==> src/rtl/ft245_bridge_pkg.sv <==
// Shared types and constants for the FT245 byte-FIFO to register-bus bridge.
package ft245_bridge_pkg;

  localparam int CMD_READ_BIT = 7;
  localparam int CMD_LEN_MSB  = 6;

  typedef enum logic [2:0] {
    S_IDLE,
    S_GET_CMD,
    S_GET_ADDR,
    S_GET_DATA,
    S_BUS_WR,
    S_BUS_RD,
    S_WAIT_RD,
    S_SEND_DATA
  } main_state_e;

  typedef enum logic [2:0] {
    B_IDLE,
    B_RD,
    B_WSET,
    B_WR,
    B_WHOLD,
    B_GAP
  } byte_state_e;

  // Width of a counter that must hold the values 0 .. n-1.
  function automatic int cnt_w(input int n);
    return (n <= 2) ? 1 : $clog2(n);
  endfunction

endpackage

==> src/rtl/ft245_byte_if.sv <==
// FT245 pin-level engine: synchronises RXF#/TXE#, times the RD#/WR strobes and
// hands single bytes to and from the packet FSM through a req/done handshake.
module ft245_byte_if
  import ft245_bridge_pkg::*;
#(
  parameter int RD_PULSE = 3,
  parameter int WR_PULSE = 2,
  parameter int GAP_CYC  = 2
) (
  input  logic       clk,
  input  logic       rst,
  input  logic       FT_RXFn,
  input  logic       FT_TXEn,
  input  logic [7:0] FT_DATA_In,
  input  logic       rd_req,
  input  logic       wr_req,
  input  logic [7:0] wr_byte,
  output logic       rd_start,
  output logic       rd_done,
  output logic [7:0] rd_byte,
  output logic       wr_done,
  output logic       FT_RDn,
  output logic       FT_WR,
  output logic [7:0] FT_DATA_Out,
  output logic       FT_DATA_OE
);

  localparam int MAX_RW = (RD_PULSE > WR_PULSE) ? RD_PULSE : WR_PULSE;
  localparam int MAXC   = (MAX_RW > GAP_CYC) ? MAX_RW : GAP_CYC;
  localparam int CW     = cnt_w(MAXC);
  localparam logic [CW-1:0] RD_LAST  = CW'(RD_PULSE - 1);
  localparam logic [CW-1:0] WR_LAST  = CW'(WR_PULSE - 1);
  localparam logic [CW-1:0] GAP_LAST = CW'(GAP_CYC - 1);

  byte_state_e   state_q, state_d;
  logic [CW-1:0] cnt_q, cnt_d;
  logic [1:0]    rxf_q, txe_q;
  logic          rdn_q, rdn_d, wr_q, wr_d, oe_q, oe_d;
  logic [7:0]    dout_q, dout_d, rd_byte_q, rd_byte_d;
  logic          rd_done_q, rd_done_d, wr_done_q, wr_done_d;

  always_comb begin
    state_d   = state_q;
    cnt_d     = cnt_q;
    dout_d    = dout_q;
    rd_byte_d = rd_byte_q;
    rd_done_d = 1'b0;
    wr_done_d = 1'b0;
    rd_start  = 1'b0;
    unique case (state_q)
      B_IDLE: begin
        if (rd_req && !rxf_q[1]) begin
          state_d  = B_RD;
          cnt_d    = '0;
          rd_start = 1'b1;
        end else if (wr_req && !txe_q[1]) begin
          state_d = B_WSET;
          dout_d  = wr_byte;
        end
      end
      B_RD: begin
        // Capture at the edge that ends the last low cycle of RD#.
        if (cnt_q == RD_LAST) begin
          rd_byte_d = FT_DATA_In;
          rd_done_d = 1'b1;
          state_d   = B_GAP;
          cnt_d     = '0;
        end else begin
          cnt_d = cnt_q + 1'b1;
        end
      end
      B_WSET: begin
        state_d = B_WR;
        cnt_d   = '0;
      end
      B_WR: begin
        if (cnt_q == WR_LAST) state_d = B_WHOLD;
        else                  cnt_d   = cnt_q + 1'b1;
      end
      B_WHOLD: begin
        wr_done_d = 1'b1;
        state_d   = B_GAP;
        cnt_d     = '0;
      end
      B_GAP: begin
        if (cnt_q == GAP_LAST) state_d = B_IDLE;
        else                   cnt_d   = cnt_q + 1'b1;
      end
      default: state_d = B_IDLE;
    endcase
    rdn_d = (state_d != B_RD);
    wr_d  = (state_d == B_WR);
    oe_d  = (state_d == B_WSET) || (state_d == B_WR) || (state_d == B_WHOLD);
  end

  always_ff @(posedge clk) begin
    if (rst) begin
      state_q   <= B_IDLE;
      cnt_q     <= '0;
      rxf_q     <= 2'b11;
      txe_q     <= 2'b11;
      rdn_q     <= 1'b1;
      wr_q      <= 1'b0;
      oe_q      <= 1'b0;
      dout_q    <= '0;
      rd_done_q <= 1'b0;
      wr_done_q <= 1'b0;
    end else begin
      state_q   <= state_d;
      cnt_q     <= cnt_d;
      rxf_q     <= {rxf_q[0], FT_RXFn};
      txe_q     <= {txe_q[0], FT_TXEn};
      rdn_q     <= rdn_d;
      wr_q      <= wr_d;
      oe_q      <= oe_d;
      dout_q    <= dout_d;
      rd_done_q <= rd_done_d;
      wr_done_q <= wr_done_d;
    end
  end

  always_ff @(posedge clk) rd_byte_q <= rd_byte_d;

  assign FT_RDn      = rdn_q;
  assign FT_WR       = wr_q;
  assign FT_DATA_OE  = oe_q;
  assign FT_DATA_Out = dout_q;
  assign rd_done     = rd_done_q;
  assign rd_byte     = rd_byte_q;
  assign wr_done     = wr_done_q;

endmodule

==> src/rtl/ft245_reg_bridge.sv <==
// Packet decoder turning FT245 byte streams into burst register writes/reads
// with auto-incrementing address and an inter-byte timeout.
module ft245_reg_bridge
  import ft245_bridge_pkg::*;
#(
  parameter int ADDR_BYTES  = 2,
  parameter int DATA_BYTES  = 2,
  parameter int RD_PULSE    = 3,
  parameter int WR_PULSE    = 2,
  parameter int GAP_CYC     = 2,
  parameter int READ_LAT    = 1,
  parameter int TIMEOUT_CYC = 25000
) (
  input  logic                    clk,
  input  logic                    rst,
  input  logic                    FT_RXFn,
  input  logic                    FT_TXEn,
  input  logic [7:0]              FT_DATA_In,
  output logic                    FT_RDn,
  output logic                    FT_WR,
  output logic [7:0]              FT_DATA_Out,
  output logic                    FT_DATA_OE,
  output logic [8*ADDR_BYTES-1:0] reg_addr,
  output logic [8*DATA_BYTES-1:0] reg_wdata,
  output logic                    reg_we,
  output logic                    reg_re,
  input  logic [8*DATA_BYTES-1:0] reg_rdata,
  output logic                    busy,
  output logic                    timeout_err
);

  localparam int AW   = 8 * ADDR_BYTES;
  localparam int DW   = 8 * DATA_BYTES;
  localparam int MAXB = (ADDR_BYTES > DATA_BYTES) ? ADDR_BYTES : DATA_BYTES;
  localparam int BW   = cnt_w(MAXB);
  localparam int LW   = cnt_w(READ_LAT);
  localparam int TW   = cnt_w(TIMEOUT_CYC);
  localparam logic [BW-1:0] A_LAST   = BW'(ADDR_BYTES - 1);
  localparam logic [BW-1:0] D_LAST   = BW'(DATA_BYTES - 1);
  localparam logic [LW-1:0] LAT_LAST = LW'(READ_LAT - 1);
  localparam logic [TW-1:0] TMO_LAST = TW'(TIMEOUT_CYC - 1);

  main_state_e   state_q, state_d;
  logic [BW-1:0] bcnt_q, bcnt_d;
  logic [6:0]    wcnt_q, wcnt_d;
  logic          is_rd_q, is_rd_d;
  logic [AW-1:0] addr_q, addr_d;
  logic [DW-1:0] wdata_q, wdata_d, rbuf_q, rbuf_d;
  logic [LW-1:0] lat_q, lat_d;
  logic [TW-1:0] tmo_q, tmo_d;
  logic          we_q, re_q, busy_q, tmo_err_q, tmo_hit;
  logic          rd_req, wr_req, rd_start, rd_done, wr_done;
  logic [7:0]    rd_byte, wr_byte;

  ft245_byte_if #(
    .RD_PULSE(RD_PULSE),
    .WR_PULSE(WR_PULSE),
    .GAP_CYC (GAP_CYC)
  ) u_byte_if (
    .clk        (clk),
    .rst        (rst),
    .FT_RXFn    (FT_RXFn),
    .FT_TXEn    (FT_TXEn),
    .FT_DATA_In (FT_DATA_In),
    .rd_req     (rd_req),
    .wr_req     (wr_req),
    .wr_byte    (wr_byte),
    .rd_start   (rd_start),
    .rd_done    (rd_done),
    .rd_byte    (rd_byte),
    .wr_done    (wr_done),
    .FT_RDn     (FT_RDn),
    .FT_WR      (FT_WR),
    .FT_DATA_Out(FT_DATA_Out),
    .FT_DATA_OE (FT_DATA_OE)
  );

  always_comb begin
    wr_byte = '0;
    for (int i = 0; i < DATA_BYTES; i++)
      if (bcnt_q == BW'(i)) wr_byte = rbuf_q[i*8 +: 8];
  end

  always_comb begin
    state_d = state_q;
    bcnt_d  = bcnt_q;
    wcnt_d  = wcnt_q;
    is_rd_d = is_rd_q;
    addr_d  = addr_q;
    wdata_d = wdata_q;
    rbuf_d  = rbuf_q;
    lat_d   = lat_q;
    rd_req  = 1'b0;
    wr_req  = 1'b0;
    tmo_hit = (state_q != S_IDLE) && (tmo_q == TMO_LAST);
    tmo_d   = (state_q == S_IDLE || rd_done || wr_done) ? '0 : tmo_q + 1'b1;
    unique case (state_q)
      S_IDLE: begin
        // The command byte strobe is the packet start.
        rd_req = 1'b1;
        if (rd_start) state_d = S_GET_CMD;
      end
      S_GET_CMD: begin
        if (rd_done) begin
          is_rd_d = rd_byte[CMD_READ_BIT];
          wcnt_d  = rd_byte[CMD_LEN_MSB:0];
          bcnt_d  = '0;
          state_d = S_GET_ADDR;
        end
      end
      S_GET_ADDR: begin
        rd_req = 1'b1;
        if (rd_done) begin
          for (int i = 0; i < ADDR_BYTES; i++)
            if (bcnt_q == BW'(i)) addr_d[i*8 +: 8] = rd_byte;
          if (bcnt_q == A_LAST) begin
            bcnt_d  = '0;
            state_d = is_rd_q ? S_BUS_RD : S_GET_DATA;
          end else begin
            bcnt_d = bcnt_q + 1'b1;
          end
        end
      end
      S_GET_DATA: begin
        rd_req = 1'b1;
        if (rd_done) begin
          for (int i = 0; i < DATA_BYTES; i++)
            if (bcnt_q == BW'(i)) wdata_d[i*8 +: 8] = rd_byte;
          if (bcnt_q == D_LAST) begin
            bcnt_d  = '0;
            state_d = S_BUS_WR;
          end else begin
            bcnt_d = bcnt_q + 1'b1;
          end
        end
      end
      S_BUS_WR: begin
        addr_d = addr_q + 1'b1;
        if (wcnt_q == '0) begin
          state_d = S_IDLE;
        end else begin
          wcnt_d  = wcnt_q - 1'b1;
          state_d = S_GET_DATA;
        end
      end
      S_BUS_RD: begin
        lat_d   = '0;
        state_d = S_WAIT_RD;
      end
      S_WAIT_RD: begin
        if (lat_q == LAT_LAST) begin
          rbuf_d  = reg_rdata;
          bcnt_d  = '0;
          state_d = S_SEND_DATA;
        end else begin
          lat_d = lat_q + 1'b1;
        end
      end
      S_SEND_DATA: begin
        wr_req = 1'b1;
        if (wr_done) begin
          if (bcnt_q == D_LAST) begin
            bcnt_d = '0;
            if (wcnt_q == '0) begin
              state_d = S_IDLE;
            end else begin
              wcnt_d  = wcnt_q - 1'b1;
              addr_d  = addr_q + 1'b1;
              state_d = S_BUS_RD;
            end
          end else begin
            bcnt_d = bcnt_q + 1'b1;
          end
        end
      end
      default: state_d = S_IDLE;
    endcase
    // Abort drops any partially assembled word; completed writes remain.
    if (tmo_hit) begin
      state_d = S_IDLE;
      bcnt_d  = '0;
    end
  end

  always_ff @(posedge clk) begin
    if (rst) begin
      state_q   <= S_IDLE;
      bcnt_q    <= '0;
      wcnt_q    <= '0;
      is_rd_q   <= 1'b0;
      lat_q     <= '0;
      tmo_q     <= '0;
      addr_q    <= '0;
      wdata_q   <= '0;
      we_q      <= 1'b0;
      re_q      <= 1'b0;
      busy_q    <= 1'b0;
      tmo_err_q <= 1'b0;
    end else begin
      state_q   <= state_d;
      bcnt_q    <= bcnt_d;
      wcnt_q    <= wcnt_d;
      is_rd_q   <= is_rd_d;
      lat_q     <= lat_d;
      tmo_q     <= tmo_d;
      addr_q    <= addr_d;
      wdata_q   <= wdata_d;
      we_q      <= (state_d == S_BUS_WR);
      re_q      <= (state_d == S_BUS_RD);
      busy_q    <= (state_d != S_IDLE);
      tmo_err_q <= tmo_hit;
    end
  end

  always_ff @(posedge clk) rbuf_q <= rbuf_d;

  assign reg_addr    = addr_q;
  assign reg_wdata   = wdata_q;
  assign reg_we      = we_q;
  assign reg_re      = re_q;
  assign busy        = busy_q;
  assign timeout_err = tmo_err_q;

endmodule

==> config.mk <==
export PLATFORM = sky130hd
export DESIGN_NAME = ft245_reg_bridge
export DESIGN_NICKNAME = d
export VERILOG_FILES = /design/src/rtl/ft245_bridge_pkg.sv /design/src/rtl/ft245_byte_if.sv /design/src/rtl/ft245_reg_bridge.sv
export SDC_FILE = /design/constraint.sdc
export NUM_CORES = 1
export LEC_CHECK = 0
export CORE_MARGIN = 5
export CORE_UTILIZATION = 50
export CTS_CLUSTER_SIZE = 12
export DETAILED_ROUTE_END_ITERATION = 16
export PLACE_DENSITY = 0.7
export SLEW_MARGIN = 10
export SYNTH_ARGS = -nofsm -noshare
export SYNTH_HDL_FRONTEND = slang
export SYNTH_SLANG_ARGS = --single-unit
==> constraint.sdc <==
create_clock -name clk -period 4.5 [get_ports clk]
set_clock_uncertainty 0.2 [all_clocks]
set_input_delay 0.675 -clock clk [delete_from_list [all_inputs] [get_ports clk]]
set_output_delay 0.675 -clock clk [all_outputs]
set_load 0.005 [all_outputs]
Yosys cells after proc, flatten, opt, wreduce, memory -nomap -nowiden --
Cells that the tools add are included.
Operators by class: add/sub/neg operators 6, eq/ne operators 32, mux-type cells 51, bitwise gates (word level) 4, reductions and logical operators 37
Operators with widths (number):
- 16-bit 2-to-1 mux | 4
- 3-bit 2-to-1 mux | 17
- 16-bit one-hot mux with 3 select lines | 1
- 7-bit 2-to-1 mux | 4
- 3-bit == test, second input constant | 9
- 8-bit 2-to-1 mux | 3
- 3-bit one-hot mux with 8 select lines | 1
- 7-bit one-hot mux with 3 select lines | 1
- 3-bit by 2-bit == test with 1-bit output, second input constant | 6
- 3-bit one-hot mux with 6 select lines | 1
- 16-bit by 1-bit adder with 16-bit output, second input constant | 1
- 15-bit by 1-bit adder with 15-bit output, second input constant | 1
- 15-bit == test, second input constant | 1
- 1-bit 2-to-1 mux | 12
- 2-bit != test, second input constant | 6
- 3-bit AND reduction | 4
- 6-bit AND reduction | 2
- 3-bit nonzero test | 4
- 2-bit OR reduction | 6
- 2-bit by 1-bit != test with 1-bit output, second input constant | 5
- 2-bit 2-to-1 mux | 4
- 2-bit one-hot mux with 4 select lines | 1
- 4-bit nonzero test | 2
- 7-bit logical NOT | 1
- 19 further kinds | 33
Storage, ports and cells: bits in registers 110, input bits 28, output and inout port bits 47, logic and storage cells 156

Logic depth before layout (Yosys ltp) --
depth after elaboration 10, gate-level depth with buffers 9, gate-level depth less buffers 7

By module --
A second synthesis with hierarchy kept.
Unflattened totals: cells, all modules 511, area total of the unflattened synthesis 5046.1 µm²
By module, submodules not included:
- ft245_reg_bridge | instances 1, cells each 415, area an instance 3905.0 µm², sequential area each 1741.7 µm²
- ft245_byte_if | instances 1, cells each 96, area an instance 1141.1 µm², sequential area each 680.7 µm²

Worst setup path after synthesis --
OpenSTA, ideal clock, no wires.
kind reg2reg, start point register state_q[0], end point register rbuf_q[0] (enable), library setup time 0.409 ns, arrival 1.785 ns, data required time 3.891 ns, path slack 2.106 ns, cell stages (with the launch flop) 4, buffers on the path 2, period minus slack after synthesis 2.394 ns, cell sequence dfxtp_1 buf_6 buf_2 nor3_1
On the way: cells in the longest elaborated chain, start to end 2
RTL lines:
- start, declared | line ft245_reg_bridge.sv:43 | main_state_e state_q, state_d;
- start signal, assigned | line ft245_reg_bridge.sv:200 | state_q <= state_d;
- 3-bit == test | line ft245_reg_bridge.sv:97 | unique case (state_q)
- 2-bit AND reduction (no line)
- end signal, assigned | line ft245_reg_bridge.sv:215 | always_ff @(posedge clk) rbuf_q <= rbuf_d;
- end, declared | line ft245_reg_bridge.sv:48 | logic [DW-1:0] wdata_q, wdata_d, rbuf_q, rbuf_d;
Every way passes these cells. A chain may end at the register's enable or synchronous reset.

Final worst setup path --
start point register state_q[0], end point register addr_q[13] (netlist: reg_addr[13])
On the way: cells in the longest elaborated chain, start to end 3, elaborated cells between the ends (all ways) 11, classes of those cells eq/ne: 8; mux: 1; reduce/logical: 2
RTL lines:
- 3-bit by 2-bit == test with 1-bit output / 3-bit == test (equally long branches) | line ft245_reg_bridge.sv:97
- 2-bit by 1-bit != test with 1-bit output (no line) (tied with other cells)
- 6-bit AND reduction (no line)
- end signal, assigned | line ft245_reg_bridge.sv:206 | addr_q <= addr_d;
- end, declared | line ft245_reg_bridge.sv:47 | logic [AW-1:0] addr_q, addr_d;
Several ways; a longest one is shown, not always the timed one.

==> impl_metrics.json <==
{
  "result_of_the_run": "finished, final reports clean",
  "seq_area_frac_synth": 0.477,
  "synthesis.nets": 579,
  "area.growth.synth_to_final_pct": 19.1,
  "cts_sinks": 109,
  "synth_top_area_frac": 0.335,
  "drt-vias-per-instance": 5.68,
  "final.setup.tns_ns": 0,
  "route.vias.total": 4172,
  "power-per-cell-area_mw_per_mm2": 279,
  "hold_buffers": 0,
  "wirelength_mm": 11.7,
  "initial_core_util": 0.517,
  "grt_start_max_net_pins": 59,
  "placement.io_buffers": 74,
  "rows": 36,
  "synth-async-reset-ratio": 0,
  "dieHeight_um": 111,
  "syn-cell-area_mm2": 0.00508,
  "antenna_found_initial": 0,
  "timing.critical_path.to_type": "register",
  "detail_route.wl_per_cell_um": 15.9,
  "overflow": 0,
  "io-pin-count": 75,
  "cts_max_path_buffers": 2,
  "slew_at_the_pin_closest_to_its_max_slew_limit_ns": 0.941,
  "core_area_mm2": 0.00982,
  "top_library_cells_by_usage_in_the_layout_fill_and_taps_aside": "dfxtp_1, clkdlybuf4s50_1, nor2_1",
  "yosys_warnings": 0,
  "p_leak_nw": 2.01,
  "timing.hold.worst.class": "register to register",
  "maxCapViolations": 0,
  "die_area_mm2": 0.0123,
  "drt_drc_violations_left": 0,
  "synth_area_per_cell_um2": 9.35,
  "clkLatencyLatePin_ns": 0.38,
  "drt.antenna.violating_nets": 0,
  "final_period_minus_worst_setup_slack_ns": 2.86,
  "vdd.ir_drop.worst_v": 0.000202,
  "number_of_failing_setup_endpoints_in_the_final_timing_report": 0,
  "grt_pass1_vias": 4054,
  "clk_root_buf": "clkbuf_8",
  "post_synth_inst_count": 543,
  "detail_route.first_pass.iterations": 5,
  "layout.nets": 633,
  "post-place-cells": 719,
  "wire_length_of_the_first_global_routing_pass_mm": 19.8,
  "cts_post_setup_buffers_inserted": 0,
  "die_boundary_width_um": 111,
  "mostFrequentLayoutCell": "dfxtp_1",
  "yosysTopAreaCell": "dfxtp_1",
  "final.period_utilization": 0.637,
  "cts_htree_levels": 3,
  "synth_cell_type_count": 69,
  "critPathKind": "register to register",
  "cts_tree": "done",
  "slew_violations": 0,
  "worstPathArrival_ns": 2.98,
  "cp-start-kind": "register",
  "synth_area_leaders": "dfxtp_1, edfxtp_1, a21oi_1, nor2_1, o21ai_0",
  "rsz_0062_raised_after_global_routing": "false",
  "place_congestion": 0.860,
  "detailed_place_hpwl_mm": 8.17,
  "tritoncts.num_buffers": 9,
  "dominantRegCellSynth": "dfxtp_1",
  "max_freq_ghz": 0.349,
  "stdcell_count": 735,
  "cp_max_fo": 21,
  "path_clk_slew_ns": 0.12,
  "timing.critical_path.required_ns": 4.61,
  "postSynthRegisterBits": 109,
  "max_slew_margin": 0.372,
  "synth-edff-count": 24,
  "report.final.hold_viol_count": 0,
  "drive_gt1_frac": 0.0631,
  "post_cts.resized_instances": 0,
  "grt_util_all_layers": 0.191,
  "diodes": 0,
  "initialDrtViolationCount": 259
}
==> worst paths after layout <==
kind	from	endpoint	slack, ns	depth (start not counted)
max	state_q[0]	reg_addr[13]	1.64	5
min	u_byte_if.txe_q[0]	u_byte_if.txe_q[1]	0.22	1
max reg2reg	state_q[0]	reg_addr[13]	1.64	5
min reg2reg	u_byte_if.txe_q[0]	u_byte_if.txe_q[1]	0.22	1
==> power breakdown <==
part / switching [mW] / internal, mW
Combinational: 0.0244 / 0.0322
Clock: 0.389 / 0.232
Sequential: 0.00615 / 1.00
==> cells in the mapped netlist (9+ instances only) <==
cell type  count
edfxtp_1      24
buf_2         10
dfxtp_1       85
a211oi_1      10
nand3_1       17
a21oi_1       52
mux2i_1       18
o21ai_0       38
clkbuf_1      14
nand2_1       34
nor3_1        12
inv_1          9
nor2_1        61
==> per-layer routing <==
layer	up-vias	global-route usage	routed length [um]
met5	-	0	0
met3	12	0.0491	669
met1	1977	0.247	5210
li1	2067	-	-
met2	116	0.316	5670
met4	0	0.0525	121
==> flip-flops by register name (all words and copies together), names as in the netlist, 3 cells and up <==
register and count:
rbuf_q 16, reg_addr 16, reg_wdata 16, tmo_q 15, u_byte_if.FT_DATA_Out 8, u_byte_if.rd_byte 8, wcnt_q 7, state_q 3
u_byte_if.state_q 3
==> worst max-delay path, stage by stage, from the launching register on <==
cell	delay, ns
dfxtp_1	0.81
nand2_1	0.41
a21oi_1	0.86
and4b_1	0.32
o21bai_1	0.07
a21oi_1	0.14
==> final cells by class <==
cell class	count	area, um^2
Sequential cell	109	2420
Multi-Input combinational cell	391	2440
Clock buffer	9	124
Timing Repair Buffer	77	758
Inverter	9	33.8
Clock inverter	7	101
Tap cell	133	166
Fill cell	891	3770
==> cell families (layout without fill, tap and decap cells) <==
logic type | Yosys count | count (layout) | synth area share
DFF | 109 | 109 | 0.477
buffers and inverters | 43 | 102 | 0.0439
xor gates and xnor gates | 13 | 13 | 0.0239
muxes | 19 | 19 | 0.0384
AOI/OAI and AO/OA | 147 | 147 | 0.179
and+or+nand+nor | 203 | 203 | 0.216
adders and majority gates | 9 | 9 | 0.0217
==> metrics by stage <==
| step | setup WS (ns) | area, um^2 | hold slack (ns) | total power [mW] | utilization |
|---|---|---|---|---|---|
| floorplan | 2.11 | 5080 | 0.189 | 1.06 | - |
| global placement | 1.80 | 5820 | 0.201 | 1.09 | 0.593 |
| detailed placement | 1.74 | 5820 | 0.196 | 1.09 | 0.593 |
| CTS | 1.70 | 6040 | 0.227 | 1.71 | 0.615 |
| global route | 1.36 | 6050 | 0.246 | 1.74 | 0.616 |
| finish | 1.64 | 6050 | 0.223 | 1.69 | 0.616 |
No activity file was read; power rests on OpenSTA's default activity.
==> RTL change 1, RTL diff (same settings) <==
Make the reset (`rst`) asynchronous in 2 clocked blocks.
--- a/src/rtl/ft245_byte_if.sv
+++ b/src/rtl/ft245_byte_if.sv
@@ -94,5 +94,5 @@
   end
 
-  always_ff @(posedge clk) begin
+  always_ff @(posedge clk or posedge rst) begin
     if (rst) begin
       state_q   <= B_IDLE;
--- a/src/rtl/ft245_reg_bridge.sv
+++ b/src/rtl/ft245_reg_bridge.sv
@@ -183,5 +183,5 @@
   end
 
-  always_ff @(posedge clk) begin
+  always_ff @(posedge clk or posedge rst) begin
     if (rst) begin
       state_q   <= S_IDLE;
Function: differs if rst is asserted again (counterexample within 4 cycles, from zero or initial values and one cycle with rst high); with rst held inactive, the same outputs for 10 cycles.
==> RTL change 1 against the unedited design <==
  * Worst setup slack improved by 0.082 ns
  * Routed wire length fell by 4.7%
  * Largest cell class is now registers
  * Sequential cell count is the same
  * Cell count fell by 9.0%
  * Design area grew 2.1%
  * First-iteration DRC count is 25% lower
  * Synthesized area increased by 1.3%
Power is not compared: it rests on default switching activity, and its combinational part moved more than twofold at a synthesized area within 25%.
==> RTL change 1: results (changes against the unedited design) <==
DR WL/cell 16.6 um (was 15.9 um); Post-Synthesis Net Count 498 (was 579); Seq/total area 0.462 (was 0.400); met3 routed WL 489 um (was 669 um); WL met2 5560 um (was 5670 um); core area 0.0102 mm^2 (was 0.00982 mm^2); CP arrival 2.85 ns (was 2.98 ns); Placer Congestion 0.877 (was 0.860); CTS Buffer Depth 2 (unchanged); Total Routed Length 11100 um (was 11700 um); buffer share of cell area 0.125 (about the same); CP max stage delay 0.92 ns (was 0.86 ns); drt pass-1 iters 7 (was 5); Clock-cell share 0.0348 (was 0.0372); setup ws final 1.72 ns (was 1.64 ns); Cell Area, Placed 0.00596 mm^2 (was 0.00582 mm^2); layout cells sized above 1 0.114 (was 0.0631); EDFF count, synth 24 (unchanged); Plain + repair buffers 78 (was 77); multi-input gates 319 (was 391); first-pass GRT wire length 18500 um (was 19800 um); synthesized netlist cell count 463 (was 543); synth top area cells dfrtp_1 39%, edfxtp_1 14%, mux2_2 3.7% (was dfxtp_1 34%, edfxtp_1 14%, a21oi_1 5.1%); status finished clean (unchanged); All-Layer GR Usage 0.184 (was 0.191); multi-input combinational area share 0.344 (was 0.404); met2 Track Usage GR 0.308 (was 0.316); RR Startpoint bcnt_q$_DFFE_PP0P_ (was state_q[0]$_SDFF_PP0_); Fill cells 859 (was 891); placed cells 653 (was 719); largest net degree at the start of global routing 36 (was 59); GR Util met1 0.236 (was 0.247); multi-input logic area 0.00213 mm^2 (was 0.00244 mm^2); Non-clk invs 11 (was 9); Slew HR 0.423 (was 0.372); diode count 0 (unchanged); Post-CTS Resized 0 (unchanged); Distinct cells, synth 67 (was 69); share of flip-flops with an asynchronous set or reset 0.780 (was 0); Met1 Wirelength 4900 um (was 5210 um); Top Layer Used met4 (unchanged); critical path capture point reg_addr[9]$_DFFE_PP0P_ (was reg_addr[13]$_SDFFE_PP0P_); CP max stage cell dfrtp_1 (was a21oi_1); CLK BUF 10 (was 9); Layout Nets 563 (was 633)
[RTL change 1: cell count changes in the layout (fill, tap and decap cells not counted), moves of 9 or more]
cell	before	now
mux2_2	0	17
dfrtp_1	0	80
mux2i_1	18	9
o21ai_1	3	12
nor2_1	61	38
a211oi_1	10	1
a21oi_1	52	20
o21ai_0	38	18
dfxtp_1	85	0
[RTL change 1: cell families (layout without fill, tap and decap cells)]
family                   after synthesis  count (layout)  synth area share
AO/OA/AOI/OAI                        112             112             0.156
AND/OR/NAND/NOR                      161             161             0.163
XOR/XNOR                              13              13            0.0221
adder cells (fa/ha/maj)                7               7            0.0170
buffers and inverters                 35             105            0.0319
flip-flops                           109             109             0.555
multiplexers                          26              26            0.0547
[RTL change 1: critical path: cells and delay by family (launching register included)]
| family | cells | cell delay, ns |
|---|---|---|
| and+or+nand+nor | 2 | 0.54 |
| DFF | 1 | 0.92 |
| AOI/OAI and AO/OA | 3 | 1.01 |
[RTL change 1: worst min-delay path by stage]
stage                                 startpoint  cells after the start                      endpoint
floorplan           u_byte_if.rxf_q[0]$_DFF_PP1_                      0  u_byte_if.rxf_q[1]$_DFF_PP1_
global placement    u_byte_if.txe_q[0]$_DFF_PP1_                      0  u_byte_if.txe_q[1]$_DFF_PP1_
detailed placement  u_byte_if.txe_q[0]$_DFF_PP1_                      0  u_byte_if.txe_q[1]$_DFF_PP1_
CTS                 u_byte_if.txe_q[0]$_DFF_PP1_                      0  u_byte_if.txe_q[1]$_DFF_PP1_
global route        u_byte_if.txe_q[0]$_DFF_PP1_                      0  u_byte_if.txe_q[1]$_DFF_PP1_
finish              u_byte_if.txe_q[0]$_DFF_PP1_                      0  u_byte_if.txe_q[1]$_DFF_PP1_
==> RTL change 2, RTL diff (config.mk and constraints unchanged) <==
Made on the original files. `GAP_CYC` is set to 2 in 2 places; all go to 4.
--- a/src/rtl/ft245_byte_if.sv
+++ b/src/rtl/ft245_byte_if.sv
@@ -6,5 +6,5 @@
   parameter int RD_PULSE = 3,
   parameter int WR_PULSE = 2,
-  parameter int GAP_CYC  = 2
+  parameter int GAP_CYC  = 4
 ) (
   input  logic       clk,
--- a/src/rtl/ft245_reg_bridge.sv
+++ b/src/rtl/ft245_reg_bridge.sv
@@ -8,5 +8,5 @@
   parameter int RD_PULSE    = 3,
   parameter int WR_PULSE    = 2,
-  parameter int GAP_CYC     = 2,
+  parameter int GAP_CYC     = 4,
   parameter int READ_LAT    = 1,
   parameter int TIMEOUT_CYC = 25000
Behaviour: not the same (Yosys sat finds a counterexample within 10 cycles, from zero or initial values and one cycle with rst high).
==> RTL change 2 against the unedited design <==
  * Global-route usage hardly changed
  * Design area about the same
  * Power is 3.7% lower
  * Worst setup slack got worse by 0.14 ns
  * Synthesized area up 0.12%
  * Routed wire length up 1.9%
  * Sequential cell count unchanged
  * Via count shrank 1.1%
  * Critical path type unchanged
  * Highest routed layer unchanged
==> RTL change 2: results (changes against the unedited design) <==
CP startpoint state_q[0]$_SDFF_PP0_ (unchanged); Total Routed Length 11900 um (was 11700 um); layout cells sized above 1 0.0779 (was 0.0631); synthesized netlist cell count 538 (was 543); Layout Nets 635 (was 633); met3 routed WL 672 um (was 669 um); final non-filler cell total 736 (was 735); DP Wirelength 8340 um (was 8170 um); worst hold margin 0.219 ns (was 0.223 ns); sequential-to-total area share from yosys stat 0.476 (was 0.477); diode count 0 (unchanged); Post-Synthesis Net Count 575 (was 579); Placer Congestion 0.880 (was 0.860); Fill cells 861 (was 891); via count 4126 (was 4172); Distinct cells, synth 73 (was 69); vias in the first global route 3954 (was 4054); status finished clean (unchanged); antenna violations before repair 0 (unchanged); VDD IR max 185 uV (was 202 uV); CP arrival 3.11 ns (was 2.98 ns); largest net degree at the start of global routing 40 (was 59); IO Port Bufs 74 (unchanged); WL met2 5460 um (was 5670 um); share of flip-flops with an asynchronous set or reset 0 (unchanged); placed cells 720 (was 719); RR Endpoint reg_addr[3]$_SDFFE_PP0P_ (was reg_addr[13]$_SDFFE_PP0P_); commonest cells in the netlist 85 x dfxtp_1, 66 x nor2_1, 42 x a21oi_1 (was 85 x dfxtp_1, 61 x nor2_1, 52 x a21oi_1); Clock Tree Root clkbuf_8 (unchanged); Worst Tran Pin Value 1.08 ns (was 0.941 ns); hold path endpoint u_byte_if.rxf_q[1]$_SDFF_PP1_ (was u_byte_if.txe_q[1]$_SDFF_PP1_); synth top area cells dfxtp_1 33%, edfxtp_1 14%, nor2_1 4.9% (was dfxtp_1 34%, edfxtp_1 14%, a21oi_1 5.1%); Top Layer Used met4 (unchanged); min Tclk post-route 3.00 ns (was 2.86 ns); Post-CTS Setup Inserts 0 (unchanged); Synth Register Bits 109 (unchanged); worst min path class flip-flop to flip-flop (unchanged); dpl ws 1.62 ns (was 1.74 ns); Cell Area, Placed 0.00587 mm^2 (was 0.00582 mm^2); crit-path max FO 36 (was 21); initial DRC count 247 (was 259); All-Layer GR Usage 0.190 (was 0.191); clk_lat worst skew around 0.37 ns; Met1 Wirelength 5630 um (was 5210 um); Leak 2.02 nW (was 2.01 nW); first-pass GRT wire length 19500 um (was 19800 um); hold path startpoint u_byte_if.rxf_q[0]$_SDFF_PP1_ (was u_byte_if.txe_q[0]$_SDFF_PP1_)
[RTL change 2: cell count changes in the layout (fill, tap and decap cells not counted), moves of 4 or more]
cell / delta
a21oi_1: -10
and4b_1: -6
o21ai_0: -8
clkinv_8: -4
a21o_1: -6
nor2_1: +5
nor3_1: +5
o21ai_1: +7
nand2b_1: -4
and2_1: +5
[RTL change 2: where the power goes]
group / leakage (nW) / switching [mW] / internal (mW)
clock network: 0.0900 / 0.346 / 0.211
registers: 0.901 / 0.00667 / 1.00
logic: 1.03 / 0.0265 / 0.0324
total: 2.02 / 0.379 / 1.25
[RTL change 2: logic make-up (layout without fill, tap and decap cells)]
family                     after synthesis  after routing  share of synthesized area
DFF                                    109            109                      0.476
adders and majority gates                9              9                     0.0222
AOI/OAI and AO/OA                      138            138                      0.181
muxes                                   19             19                     0.0377
buffers and inverters                   40            105                     0.0362
and+or+nand+nor                        210            210                      0.223
xor gates and xnor gates                13             13                     0.0239
[RTL change 2: final cells by class]
cell class / instances / area (um^2) / share of cell area
Inverter: 12 / 45.0 / 0.00744
Clock buffer: 11 / 131 / 0.0217
Clock inverter: 5 / 46.3 / 0.00765
Multi-Input combinational cell: 389 / 2480 / 0.410
Timing Repair Buffer: 77 / 758 / 0.125
Tap cell: 133 / 166 / 0.0275
Sequential cell: 109 / 2420 / 0.400
[RTL change 2: worst max-delay path, stage by stage (launching register included)]
cell     delay, ns
dfxtp_1       0.89
xnor2_2       0.23
nand2_1       0.68
or3_1         0.62
a21o_1        0.19
a21oi_1       0.11
[RTL change 2: per-layer routing]
metal,up-vias,global-route usage
met4,0,0.0501
met1,1932,0.267
met5,-,0
met3,9,0.0333
li1,2072,-
met2,113,0.303
